===== src/rtl/div_unit_32bit.sv =====
// Sequential radix-2 restoring divider for RISC-V DIV/DIVU/REM/REMU.
// One trial subtraction per cycle; valid/ready on both sides, one op in flight.
module div_unit_32bit #(
   parameter int unsigned XLEN = 32
) (
   input  logic            clk_i,
   input  logic            reset_i,
   input  logic            flush_i,
   input  logic            in_valid_i,
   output logic            in_ready_o,
   input  logic [1:0]      op_i,
   input  logic [XLEN-1:0] a_i,
   input  logic [XLEN-1:0] b_i,
   output logic            out_valid_o,
   input  logic            out_ready_i,
   output logic [XLEN-1:0] result_o,
   output logic            busy_o
);

   localparam int unsigned CntW = $clog2(XLEN);
   localparam logic [XLEN-1:0] MinInt = {1'b1, {(XLEN-1){1'b0}}};

   typedef enum logic [1:0] {StIdle, StCalc, StFix, StDone} state_e;

   state_e            state_q, state_d;
   logic [XLEN:0]     r_q, r_d;
   logic [XLEN-1:0]   q_q, q_d;
   logic [XLEN-1:0]   b_q, b_d;
   logic [XLEN-1:0]   result_q, result_d;
   logic [CntW-1:0]   cnt_q, cnt_d;
   logic              qsign_q, qsign_d;
   logic              rsign_q, rsign_d;
   logic              sel_rem_q, sel_rem_d;

   logic              signed_op, a_neg, b_neg, div_zero, ovf, special;
   logic [XLEN-1:0]   a_abs, b_abs, special_res, q_fix, r_fix;
   logic [XLEN:0]     r_sh, trial;

   // Operand decode and special-case detection at accept time
   always_comb begin
      signed_op   = ~op_i[0];
      a_neg       = signed_op & a_i[XLEN-1];
      b_neg       = signed_op & b_i[XLEN-1];
      a_abs       = a_neg ? -a_i : a_i;
      b_abs       = b_neg ? -b_i : b_i;
      div_zero    = (b_i == '0);
      ovf         = signed_op && (a_i == MinInt) && (b_i == '1);
      special     = div_zero | ovf;
      special_res = div_zero ? (op_i[1] ? a_i : '1) : (op_i[1] ? '0 : MinInt);
   end

   // Trial subtraction as an add of the inverted divisor with carry-in 1
   always_comb begin
      r_sh  = {r_q[XLEN-1:0], q_q[XLEN-1]};
      trial = r_sh + ~{1'b0, b_q} + {{XLEN{1'b0}}, 1'b1};
      q_fix = qsign_q ? -q_q : q_q;
      r_fix = rsign_q ? -r_q[XLEN-1:0] : r_q[XLEN-1:0];
   end

   always_ff @(posedge clk_i or posedge reset_i) begin
      if (reset_i) begin
         state_q <= StIdle;
      end else begin
         state_q <= state_d;
      end
   end

   always_comb begin
      state_d = state_q;
      if (flush_i) begin
         state_d = StIdle;
      end else begin
         unique case (state_q)
            StIdle:  if (in_valid_i) state_d = special ? StDone : StCalc;
            StCalc:  if (cnt_q == '0) state_d = StFix;
            StFix:   state_d = StDone;
            StDone:  if (out_ready_i) state_d = StIdle;
            default: state_d = StIdle;
         endcase
      end
   end

   always_comb begin
      in_ready_o  = (state_q == StIdle);
      out_valid_o = (state_q == StDone);
      busy_o      = (state_q != StIdle);
      result_o    = result_q;
   end

   always_comb begin
      r_d       = r_q;
      q_d       = q_q;
      b_d       = b_q;
      cnt_d     = cnt_q;
      qsign_d   = qsign_q;
      rsign_d   = rsign_q;
      sel_rem_d = sel_rem_q;
      result_d  = result_q;
      if (!flush_i) begin
         unique case (state_q)
            StIdle: begin
               if (in_valid_i) begin
                  sel_rem_d = op_i[1];
                  if (special) begin
                     result_d = special_res;
                  end else begin
                     r_d     = '0;
                     q_d     = a_abs;
                     b_d     = b_abs;
                     cnt_d   = CntW'(XLEN - 1);
                     qsign_d = a_neg ^ b_neg;
                     rsign_d = a_neg;
                  end
               end
            end
            StCalc: begin
               r_d   = trial[XLEN] ? r_sh : trial;
               q_d   = {q_q[XLEN-2:0], ~trial[XLEN]};
               cnt_d = cnt_q - CntW'(1);
            end
            StFix:   result_d = sel_rem_q ? r_fix : q_fix;
            default: ;
         endcase
      end
   end

   always_ff @(posedge clk_i or posedge reset_i) begin
      if (reset_i) begin
         r_q       <= '0;
         q_q       <= '0;
         b_q       <= '0;
         cnt_q     <= '0;
         qsign_q   <= 1'b0;
         rsign_q   <= 1'b0;
         sel_rem_q <= 1'b0;
         result_q  <= '0;
      end else begin
         r_q       <= r_d;
         q_q       <= q_d;
         b_q       <= b_d;
         cnt_q     <= cnt_d;
         qsign_q   <= qsign_d;
         rsign_q   <= rsign_d;
         sel_rem_q <= sel_rem_d;
         result_q  <= result_d;
      end
   end

endmodule


===== config.mk =====
export PLATFORM = sky130hd
export DESIGN_NAME = div_unit_32bit
export DESIGN_NICKNAME = d
export VERILOG_FILES = /design/src/rtl/div_unit_32bit.sv
export SDC_FILE = /design/constraint.sdc
export NUM_CORES = 1
export LEC_CHECK = 0
export ABC_CLOCK_PERIOD_IN_PS = 5600
export CAP_MARGIN = 10
export CORE_MARGIN = 5
export CORE_UTILIZATION = 45
export CTS_CLUSTER_DIAMETER = 60
export DETAILED_ROUTE_END_ITERATION = 8
export GPL_TIMING_DRIVEN = 0
export PLACE_DENSITY = 0.65
export SLEW_MARGIN = 10
export SYNTH_ARGS = -nofsm -noshare
export SYNTH_HDL_FRONTEND = slang
export SYNTH_SLANG_ARGS = --single-unit

===== constraint.sdc =====
create_clock -name clk_i -period 5.6 [get_ports clk_i]
set_clock_uncertainty 0.1 [all_clocks]
set_input_delay 0.56 -clock clk_i [delete_from_list [all_inputs] [get_ports clk_i]]
set_output_delay 0.56 -clock clk_i [all_outputs]
set_load 0.02 [all_outputs]

==> impl_metrics.py, run 1 <==
metrics = {
    "placement": {
        "place_congestion": 0.908,
        "dpl.hpwl_um": 25900,
        "port_buffers": 105,
        "dp_cells": 1760,
    },
    "cts": {
        "clk_path_buf_depth": 2,
        "worstSkewPairLatency_ps": 430,
        "clk_pin_slew_worst_paths_ps": 60,
        "h-tree-depth": 4,
        "hold_buffers": 0,
        "numCtsBuffers": 17,
        "cts_tree": "yes",
        "cts_resized": 0,
        "root_buffer": "clkbuf_16",
        "post_cts_buffers": 0,
        "cts_sinks": 138,
    },
    "global_routing": {
        "grt_start_max_net_pins": 89,
        "grt.total_usage": 0.248,
        "overflow": 0,
        "grt_pass1_wl_um": 53000,
        "antenna_found_initial": 0,
        "grt_pass1_vias": 9859,
    },
    "floorplan": {
        "die_area_um2": 27100,
        "dieHeight_um": 165,
        "start_util": 0.458,
        "die_w_um": 165,
        "core.rowCount": 56,
        "ios": 106,
        "core_um2": 23500,
    },
    "critical_path": {
        "slowest_stage": "xnor2_1",
        "reg2reg_slack_ps": 1090,
        "crit_path_cell_trace": "inv_1 > ha_1 > fa_1 > nand2b_1 > a21oi_1 > nor4_1 > o21ai_1 > o31a_1 > o21ai_0 > xnor2_1 > clkbuf_1 > nor2_1 > a221o_1",
        "worst-setup-path-type": "reg2reg",
        "startpoint_type": "flip-flop",
        "end_kind": "flip-flop",
        "crit_required_ps": 5800,
        "cp_max_fo": 10,
        "rr_startpoint": "q_q[31]",
        "critPathMaxStageDelay_ps": 700,
        "reg2reg_to": "r_q[25]",
        "worstPathArrival_ps": 4710,
        "r2r_cells": 13,
    },
    "sta": {
        "setup-tns-final_ps": 0,
        "finalSetupViolCount": 0,
        "relSlewSlack": 0.418,
        "period_needed_ps": 4510,
        "tightest_slew_ps": 866,
        "post-route-period-util": 0.806,
        "final_hold_viol_count": 0,
        "rsz0062_at_grt": "no",
        "report.final.slew_viol_count": 0,
        "clock.fmax_mhz": 222,
    },
    "synthesis": {
        "ys_async_sr_fraction": 1.00,
        "synth_ff_type": "dfrtp_1",
        "syn_inst": 1335,
        "ys_seq_elements": 138,
        "synth_cell_type_count": 65,
        "synth_edf_count": 0,
        "ys_warn_count": 0,
        "yosysSeqAreaShare": 0.321,
        "syn_nets": 1450,
        "syn-cell-area_um2": 10800,
        "syn_avg_cell_area_um2": 8.05,
    },
    "final_layout": {
        "diodes": 0,
        "instances_no_fill": 1791,
        "final_layout_size_suffix_gt1_frac": 0.0496,
        "syn_to_final_growth_pct": 19.1,
        "nNetsFinal": 1575,
    },
    "power": {
        "vdd_drop_max_uv": 177,
        "p_leak_uw": 0.00522,
        "power_density_nw_per_um2": 449,
    },
    "min_path": {
        "hold_class": "reg2reg",
        "hold_path_depth": 1,
        "min_to": "result_o[13]",
        "min_from": "result_o[13]",
    },
    "route": {
        "avgViaCountPerCell": 5.74,
        "dr_total_vias": 10300,
        "avgRoutedWirePerCell_um": 18.6,
        "drt-initial-drc-count": 876,
        "remaining_drc_errors": 0,
        "dr.pass1.iters": 8,
        "antenna_left": 0,
        "wl_um": 33400,
    },
    "run_status": {
        "status": "complete, no violations",
    },
    "job": {
        "max_cap_viol_count": 0,
    },
}
registers in the layout, indices dropped and copies added (netlist names):
name / count
q_q: 32
result_o: 32
r_q: 32
b_q: 32
state_q: 2
rsign_q: 1
qsign_q: 1
cnt_q: 5
sel_rem_q: 1
final cells by class:
type	count	area, um2
fillers	2247	10700
clock buffers	24	502
multi-input cells	1062	6730
flip-flops and latches	138	3450
inverters	63	241
repair buffers	106	1080
plain buffers	72	327
well taps	319	399
clock inverters	7	65.1
worst max-delay path: cells and delay by family, from the launching register on:
family                   cells  cell delay, ps
adder cells (fa/ha/maj)      2             650
buffers and inverters        2             770
XOR/XNOR                     1             700
AO/OA/AOI/OAI                5            1350
AND/OR/NAND/NOR              3             430
flip-flops                   1             390
metal layers:
| layer | part of all wire | global-route usage | up-vias |
|---|---|---|---|
| li1 | - | - | 5024 |
| met5 | 0 | 0 | - |
| met3 | 0.059 | 0.0397 | 56 |
| met4 | 0.020 | 0.0692 | 0 |
| met1 | 0.45 | 0.331 | 4865 |
| met2 | 0.47 | 0.417 | 333 |
cell usage after synthesis (3+ instances only):
cell type	instances	area, um2
nand2b_1	21	131
ha_1	43	538
buf_2	14	70.1
nand4_1	11	68.8
nor4_2	3	37.5
or4_4	3	33.8
a21o_1	8	60.1
mux2_2	5	56.3
or3_1	14	87.6
nand3_1	16	80.1
mux2i_1	29	290
buf_6	3	33.8
xnor2_1	84	736
a22oi_1	5	37.5
a31o_2	3	26.3
o31ai_1	23	173
or4_1	10	75.1
nor4_1	12	75.1
o21bai_1	3	22.5
nand2_1	158	593
o31a_1	5	43.8
o21ai_1	4	20.0
inv_1	63	236
nor2b_1	9	56.3
a21oi_1	91	455
a221o_1	25	250
nor3_1	22	110
o21a_1	8	60.1
buf_4	4	30.0
a31oi_1	29	181
o211ai_1	27	203
nand4b_1	5	43.8
o21ai_0	144	721
o22ai_1	3	18.8
nor2_1	128	480
dfrtp_1	138	3450
clkbuf_1	48	180
xor2_1	62	543
o41ai_1	11	96.3
a211oi_1	5	37.5
nand3b_1	3	22.5
cells in the final DEF (no fill, tap or decap), types with 5 or more instances in the layout:
master / Yosys / routed
a211oi_1: 5 / 5
a21o_1: 8 / 8
a21oi_1: 91 / 91
a221o_1: 25 / 25
a22oi_1: 5 / 5
a31oi_1: 29 / 29
buf_2: 14 / 14
clkbuf_1: 48 / 50
clkbuf_16: 0 / 17
clkbuf_8: 0 / 5
clkdlybuf4s50_1: 0 / 105
dfrtp_1: 138 / 138
ha_1: 43 / 43
inv_1: 63 / 62
mux2_2: 5 / 5
mux2i_1: 29 / 29
nand2_1: 158 / 158
nand2b_1: 21 / 21
nand3_1: 16 / 16
nand4_1: 11 / 11
nand4b_1: 5 / 5
nor2_1: 128 / 128
nor2b_1: 9 / 9
nor3_1: 22 / 22
nor4_1: 12 / 12
o211ai_1: 27 / 27
o21a_1: 8 / 8
o21ai_0: 144 / 144
o31a_1: 5 / 5
o31ai_1: 23 / 23
o41ai_1: 11 / 11
or3_1: 14 / 14
or4_1: 10 / 10
xnor2_1: 84 / 84
xor2_1: 62 / 62
power breakdown:
part | leakage [uW] | switching [uW] | internal [uW]
combinational | 0.00319 | 1770 | 1220
sequential | 0.00175 | 296 | 1350
clock | 0.000278 | 434 | 664
total | 0.00522 | 2500 | 3240
kinds of logic after synthesis:
group           after synthesis  synth area share
fa+ha+maj                    44            0.0519
simple gates                432             0.189
xor+xnor                    146             0.119
compound gates              406             0.234
buf+inv                     135            0.0524
flops                       138             0.321
mux                          34            0.0322
stage by stage:
stage | setup WS (ps) | utilization | cell area [um2] | hold WS, ps | power (uW)
after floorplan | 1240 | - | 10800 | 369 | 3670
after global placement | -783 | 0.520 | 12200 | 376 | 4580
after detailed placement | 890 | 0.521 | 12200 | 393 | 4620
after CTS | 1070 | 0.545 | 12800 | 406 | 5740
after global routing | 797 | 0.545 | 12800 | 430 | 6150
final | 1090 | 0.545 | 12800 | 398 | 5740
how the worst max path moves through the flow:
stage | start | to | slack, ps
6_report | q_q[31] | r_q[25] | 1090
5_1_grt | q_q[31] | r_q[25] | 800
4_1_cts | q_q[31] | r_q[25] | 1070
3_5_place_dp | b_i[2] | q_q[24] | 890
3_3_place_gp | reset_i | b_q[30] | -780
2_1_floorplan | reset_i | b_q[0] | 1240
No activity file was read; power rests on OpenSTA's default activity.
==> run 2: changes to the inputs <==
Settings changed: ABC_CLOCK_PERIOD_IN_PS 5600 to 4300.
Clock period 5.6 ns to 4.3 ns, I/O delays scaled along.
==> impl_metrics.py, run 2 (synthesized netlist as in run 1, its figures left out) <==
metrics = {
    "critical_path": {
        "reg2reg_slack_ps": 230,
        "worstPathArrival_ps": 4360,
        "crit_required_ps": 4490,
        "slowest_stage": "nor4b_1",
        "critPathMaxStageDelay_ps": 630,
        "critPathTopFamily": "simple AND/OR/NAND/NOR gates",
        "worst-setup-path-type": "in2reg",
        "crit_buf_inv": 4,
        "crit_path_cell_trace": "clkdlybuf4s50_1 > inv_1 > ha_1 > nor4b_1 > nand2_1 > or4_4 > o31a_1 > nand3_1 > a21o_1 > buf_4 > buf_2 > o21ai_0",
        "cp_max_fo": 10,
        "end_kind": "flip-flop",
        "startpoint_type": "input port",
    },
    "final_layout": {
        "post-route-cell-area_um2": 12800,
        "instances_no_fill": 1791,
        "final_cell_mix": "158 x nand2_1, 144 x o21ai_0, 138 x dfrtp_1",
        "diodes": 0,
        "final_layout_size_suffix_gt1_frac": 0.0523,
        "nNetsFinal": 1575,
        "layout_commonest_cell": "nand2_1",
        "syn_to_final_growth_pct": 19.3,
        "final_util": 0.546,
    },
    "sta": {
        "post-route-period-util": 0.970,
        "setup_ws_ps": 130,
        "clock.fmax_mhz": 240,
        "finalSetupViolCount": 0,
        "final_hold_viol_count": 0,
        "tightest_slew_ps": 799,
        "period_needed_ps": 4170,
        "rsz0062_at_grt": "yes",
        "relSlewSlack": 0.463,
        "report.final.slew_viol_count": 0,
    },
    "cts": {
        "h-tree-depth": 4,
        "cts_tree": "yes",
        "worstSkewPairLatency_ps": 430,
        "root_buffer": "clkbuf_16",
        "post_cts_buffers": 0,
        "clk_pin_slew_worst_paths_ps": 60,
        "clk_path_buf_depth": 2,
        "numCtsBuffers": 17,
        "cts_sinks": 138,
    },
    "placement": {
        "place_congestion": 0.908,
        "dpl.hpwl_um": 25900,
        "port_buffers": 105,
        "preCtsSetupSlack_ps": -280,
        "dp_cells": 1760,
        "placed_area_um2": 12200,
    },
    "route": {
        "wl_um": 33400,
        "avgRoutedWirePerCell_um": 18.6,
        "dr.pass1.iters": 6,
        "remaining_drc_errors": 0,
        "avgViaCountPerCell": 5.73,
        "dr_total_vias": 10300,
        "antenna_left": 0,
        "drt-initial-drc-count": 948,
    },
    "floorplan": {
        "ios": 106,
        "core.rowCount": 56,
        "die_w_um": 165,
        "die_area_um2": 27100,
        "core_um2": 23500,
        "start_util": 0.458,
        "dieHeight_um": 165,
    },
    "power": {
        "power_density_nw_per_um2": 583,
        "p_total_uw": 7480,
        "vdd_drop_max_uv": 231,
        "p_seq_frac": 0.286,
        "power.share.clock": 0.192,
        "p_leak_uw": 0.00524,
        "p_int_uw": 4220,
        "combPwrFrac": 0.522,
        "switching_share": 0.436,
        "p_switching_uw": 3260,
    },
    "run_status": {
        "status": "complete, no violations",
    },
    "global_routing": {
        "grt_pass1_vias": 9859,
        "overflow": 0,
        "grt_start_max_net_pins": 89,
        "grt_pass1_wl_um": 53000,
        "antenna_found_initial": 0,
        "grt.total_usage": 0.248,
    },
    "job": {
        "max_cap_viol_count": 0,
    },
    "min_path": {
        "hold_class": "in2async",
    },
}
## run 2: changes by cell type in the layout (fill, tap and decap cells not counted)
cell / delta
xnor2_1: -1
nor4_2: -1
xnor2_2: +1
clkbuf_2: +3
nor4_4: +1
clkbuf_1: -3
## run 2: per-layer routing
layer  vias up  global-route usage  share of wire
met5         -                   0              0
met4         0              0.0692          0.019
met3        46              0.0397          0.064
met2       346               0.417           0.47
met1      4840               0.331           0.44
li1       5026                   -              -
## run 2: final timing paths
| path | from | cells past startpoint | endpoint |
|---|---|---|---|
| setup reg to reg | q_q[31] | 13 | r_q[25] |
| max in group asynchronous | reset_i | 3 | r_q[26] |
| hold / removal | reset_i | 2 | result_o[6] |
| hold reg to reg | result_o[13] | 1 | result_o[13] |
| setup / recovery | a_i[0] | 12 | q_q[24] |
| min in group clk_i | result_o[13] | 1 | result_o[13] |
## run 2: through the flow
step           TNS (ps)  hold slack, ps
2_1_floorplan         0             369
3_3_place_gp    -278880             376
3_5_place_dp     -14510             393
4_1_cts               0             326
5_1_grt           -7.71             367
6_report              0             307
## run 2: power groups by stage
stage	sequential [uW]	combinational, uW	clock (uW)
global placement	2140	3810	0
detailed placement	2150	3870	0
global route	2210	4300	1510
floorplan	2220	2550	0
finish	2140	3900	1430
CTS	2140	3890	1450
## run 2: area by class of cell
class,instances,area (um2)
clock buffers,24,502
flip-flops and latches,138,3450
plain buffers,72,330
clock inverters,7,65.1
multi-input cells,1062,6750
fillers,2239,10700
repair buffers,106,1080
well taps,319,399
inverters,63,241
## run 2: what timing repair did
action,4_1_cts,5_1_grt
setup endpoints to repair,28,23
resized for setup,2,5
pin swaps,0,0
hold buffers,0,0
==> run 3: changes to the inputs <==
Settings changed: ABC_AREA set to 1, CORE_UTILIZATION 45 to 30, CTS_BUF_LIST set to sky130_fd_sc_hd__clkbuf_8, PLACE_DENSITY 0.65 to not set.
==> impl_metrics.py, run 3 <==
metrics = {
    "run_status": {
        "status": "complete, no violations",
    },
    "final_layout": {
        "final_util": 0.353,
        "final_cell_mix": "812 x nand2_1, 279 x inv_1, 227 x nand3_1",
        "layout_commonest_cell": "nand2_1",
        "diodes": 0,
        "nNetsFinal": 2418,
        "fillers": 4776,
        "final_layout_size_suffix_gt1_frac": 0.0479,
        "syn_to_final_growth_pct": 17.2,
    },
    "floorplan": {
        "core_um2": 42900,
        "core.rowCount": 76,
        "start_util": 0.301,
        "die_area_um2": 47400,
        "ios": 106,
        "die_w_um": 218,
        "dieHeight_um": 218,
    },
    "cts": {
        "cts_tree": "yes",
        "numCtsBuffers": 17,
        "hold_buffers": 0,
        "cts_resized": 0,
        "worstSkewPairLatency_ps": 490,
        "root_buffer": "clkbuf_8",
        "clk_pin_slew_worst_paths_ps": 80,
        "h-tree-depth": 4,
        "clk_path_buf_depth": 2,
        "cts_sinks": 138,
        "post_cts_buffers": 0,
    },
    "route": {
        "avgViaCountPerCell": 4.94,
        "remaining_drc_errors": 0,
        "avgRoutedWirePerCell_um": 16.9,
        "drt-initial-drc-count": 1223,
        "antenna_left": 0,
        "dr_total_vias": 14300,
        "dr.pass1.iters": 6,
        "wl_um": 48900,
    },
    "synthesis": {
        "synth_ff_type": "dfrtp_1",
        "synth_edf_count": 0,
        "synth.area.top_cells": "dfrtp_1 27%, nand2_1 24%, nand3_1 8.8%",
        "yosys-top-cells-count": "812 x nand2_1, 276 x inv_1, 227 x nand3_1, 186 x nor2_1, 138 x dfrtp_1",
        "synth.top_cell.area_share": 0.267,
        "ys_async_sr_fraction": 1.00,
        "synth_compound_area_frac": 0.104,
        "syn_nets": 2293,
        "syn-cell-area_um2": 12900,
        "synth_top_family_by_area": "simple AND/OR/NAND/NOR gates",
        "synth_cell_type_count": 43,
        "synth_simple_gate_area_share": 0.435,
        "synth.area.mux_share": 0,
        "synth_area_leader_cell": "dfrtp_1",
        "syn_avg_cell_area_um2": 5.94,
        "yosys.area_share.adder": 0.0432,
        "yosysMostFrequentCell": "nand2_1",
        "ys_seq_elements": 138,
        "synth_xor_area_frac": 0.0400,
        "ys_warn_count": 0,
        "yosysSeqAreaShare": 0.267,
        "syn_inst": 2178,
    },
    "global_routing": {
        "antenna_found_initial": 0,
        "grt_pass1_wl_um": 75500,
        "overflow": 0,
        "grt_pass1_vias": 13800,
        "grt.total_usage": 0.203,
        "grt_start_max_net_pins": 82,
    },
    "placement": {
        "dpl.hpwl_um": 40600,
        "port_buffers": 105,
        "place_congestion": 0.999,
    },
    "critical_path": {
        "end_kind": "flip-flop",
        "crit_required_ps": 4630,
        "cp_max_fo": 10,
        "worstPathArrival_ps": 3570,
        "worst-setup-path-type": "in2reg",
        "startpoint_type": "input port",
    },
    "sta": {
        "relSlewSlack": 0.362,
        "tightest_slew_ps": 950,
        "period_needed_ps": 3250,
        "finalSetupViolCount": 0,
        "clock.fmax_mhz": 308,
        "rsz0062_at_grt": "no",
        "report.final.slew_viol_count": 0,
        "post-route-period-util": 0.755,
        "final_hold_viol_count": 0,
    },
    "job": {
        "max_cap_viol_count": 0,
    },
    "power": {
        "power_density_nw_per_um2": 535,
        "p_leak_uw": 0.00797,
        "p_total_uw": 8100,
        "vdd_drop_max_uv": 354,
    },
    "min_path": {
        "hold_class": "in2async",
    },
}
-- run 3: changes by cell type after synthesis, moves of 29 or more --
cell | previous run | this run
nand2_1 | 158 | 812
xnor2_1 | 84 | 23
mux2i_1 | 29 | 0
nand3_1 | 16 | 227
a21oi_1 | 91 | 52
inv_1 | 63 | 276
nor2_1 | 128 | 186
-- run 3: metrics by stage --
| step | TNS [ps] | instances | setup WS (ps) | instance area (um2) | hold slack (ps) |
|---|---|---|---|---|---|
| 5_1_grt | 0 | 2901 | 977 | 15200 | 271 |
| 3_3_place_gp | -295290 | 2868 | -2160 | 14700 | 368 |
| 2_1_floorplan | 0 | 2178 | 73.8 | 12900 | 353 |
| 6_report | 0 | 2901 | 1050 | 15200 | 256 |
| 3_5_place_dp | 0 | 2869 | 604 | 14700 | 364 |
| 4_1_cts | 0 | 2901 | 1120 | 15200 | 246 |
-- run 3: per-layer routing --
layer  GRT usage  up-vias  wire [um]
li1            -     7154          -
met1       0.290     6659      23500
met2       0.306      453      20700
met3      0.0419       68       3250
met4      0.0664        0       1440
met5           0        -          0
-- run 3: layout make-up --
type	count	area, um2	share of cell area
inverter	284	1070	0.0709
buffer	70	357	0.0235
tap	585	732	0.0483
clock inverter	10	100	0.00661
multi-input combinational	1686	8050	0.532
sequential	138	3450	0.228
timing repair buffer	106	1080	0.0712
clock buffer	22	303	0.0200
-- run 3: kinds of logic after synthesis --
| group | count (synthesis) |
|---|---|
| AOI/OAI and AO/OA | 248 |
| xor gates and xnor gates | 59 |
| adders and majority gates | 44 |
| buffers and inverters | 354 |
| DFF | 138 |
| and+or+nand+nor | 1335 |
-- run 3: worst max-delay path, stage by stage --
cell and delay [ps]:
clkdlybuf4s50_1 520, inv_1 140, ha_1 190, nand2_1 120, nor2_2 150, nand3_1 250
nor3_2 330, nand2_1 160, nand3_2 190, nand2_2 250, inv_2 270, buf_2 250
nand2_1 200, nand2_1 110
-- run 3: final timing paths --
kind / from / endpoint / slack, ps / depth (start not counted)
setup / recovery: a_i[0] / result_o[23] / 1050 / 14
hold / removal: reset_i / result_o[5] / 260 / 2
setup reg to reg: state_q[0] / result_o[23] / 1180 / 10
hold reg to reg: result_o[13] / result_o[13] / 380 / 2
max in group asynchronous: reset_i / b_q[6] / 3070 / 3
min in group clk_i: result_o[13] / result_o[13] / 380 / 2
-- run 3: power breakdown --
| group | total (uW) | switching (uW) | internal [uW] | leakage, uW |
|---|---|---|---|---|
| Clock | 1130 | 549 | 582 | 0.000216 |
| Sequential | 2150 | 385 | 1760 | 0.00179 |
| Combinational | 4820 | 3250 | 1570 | 0.00596 |
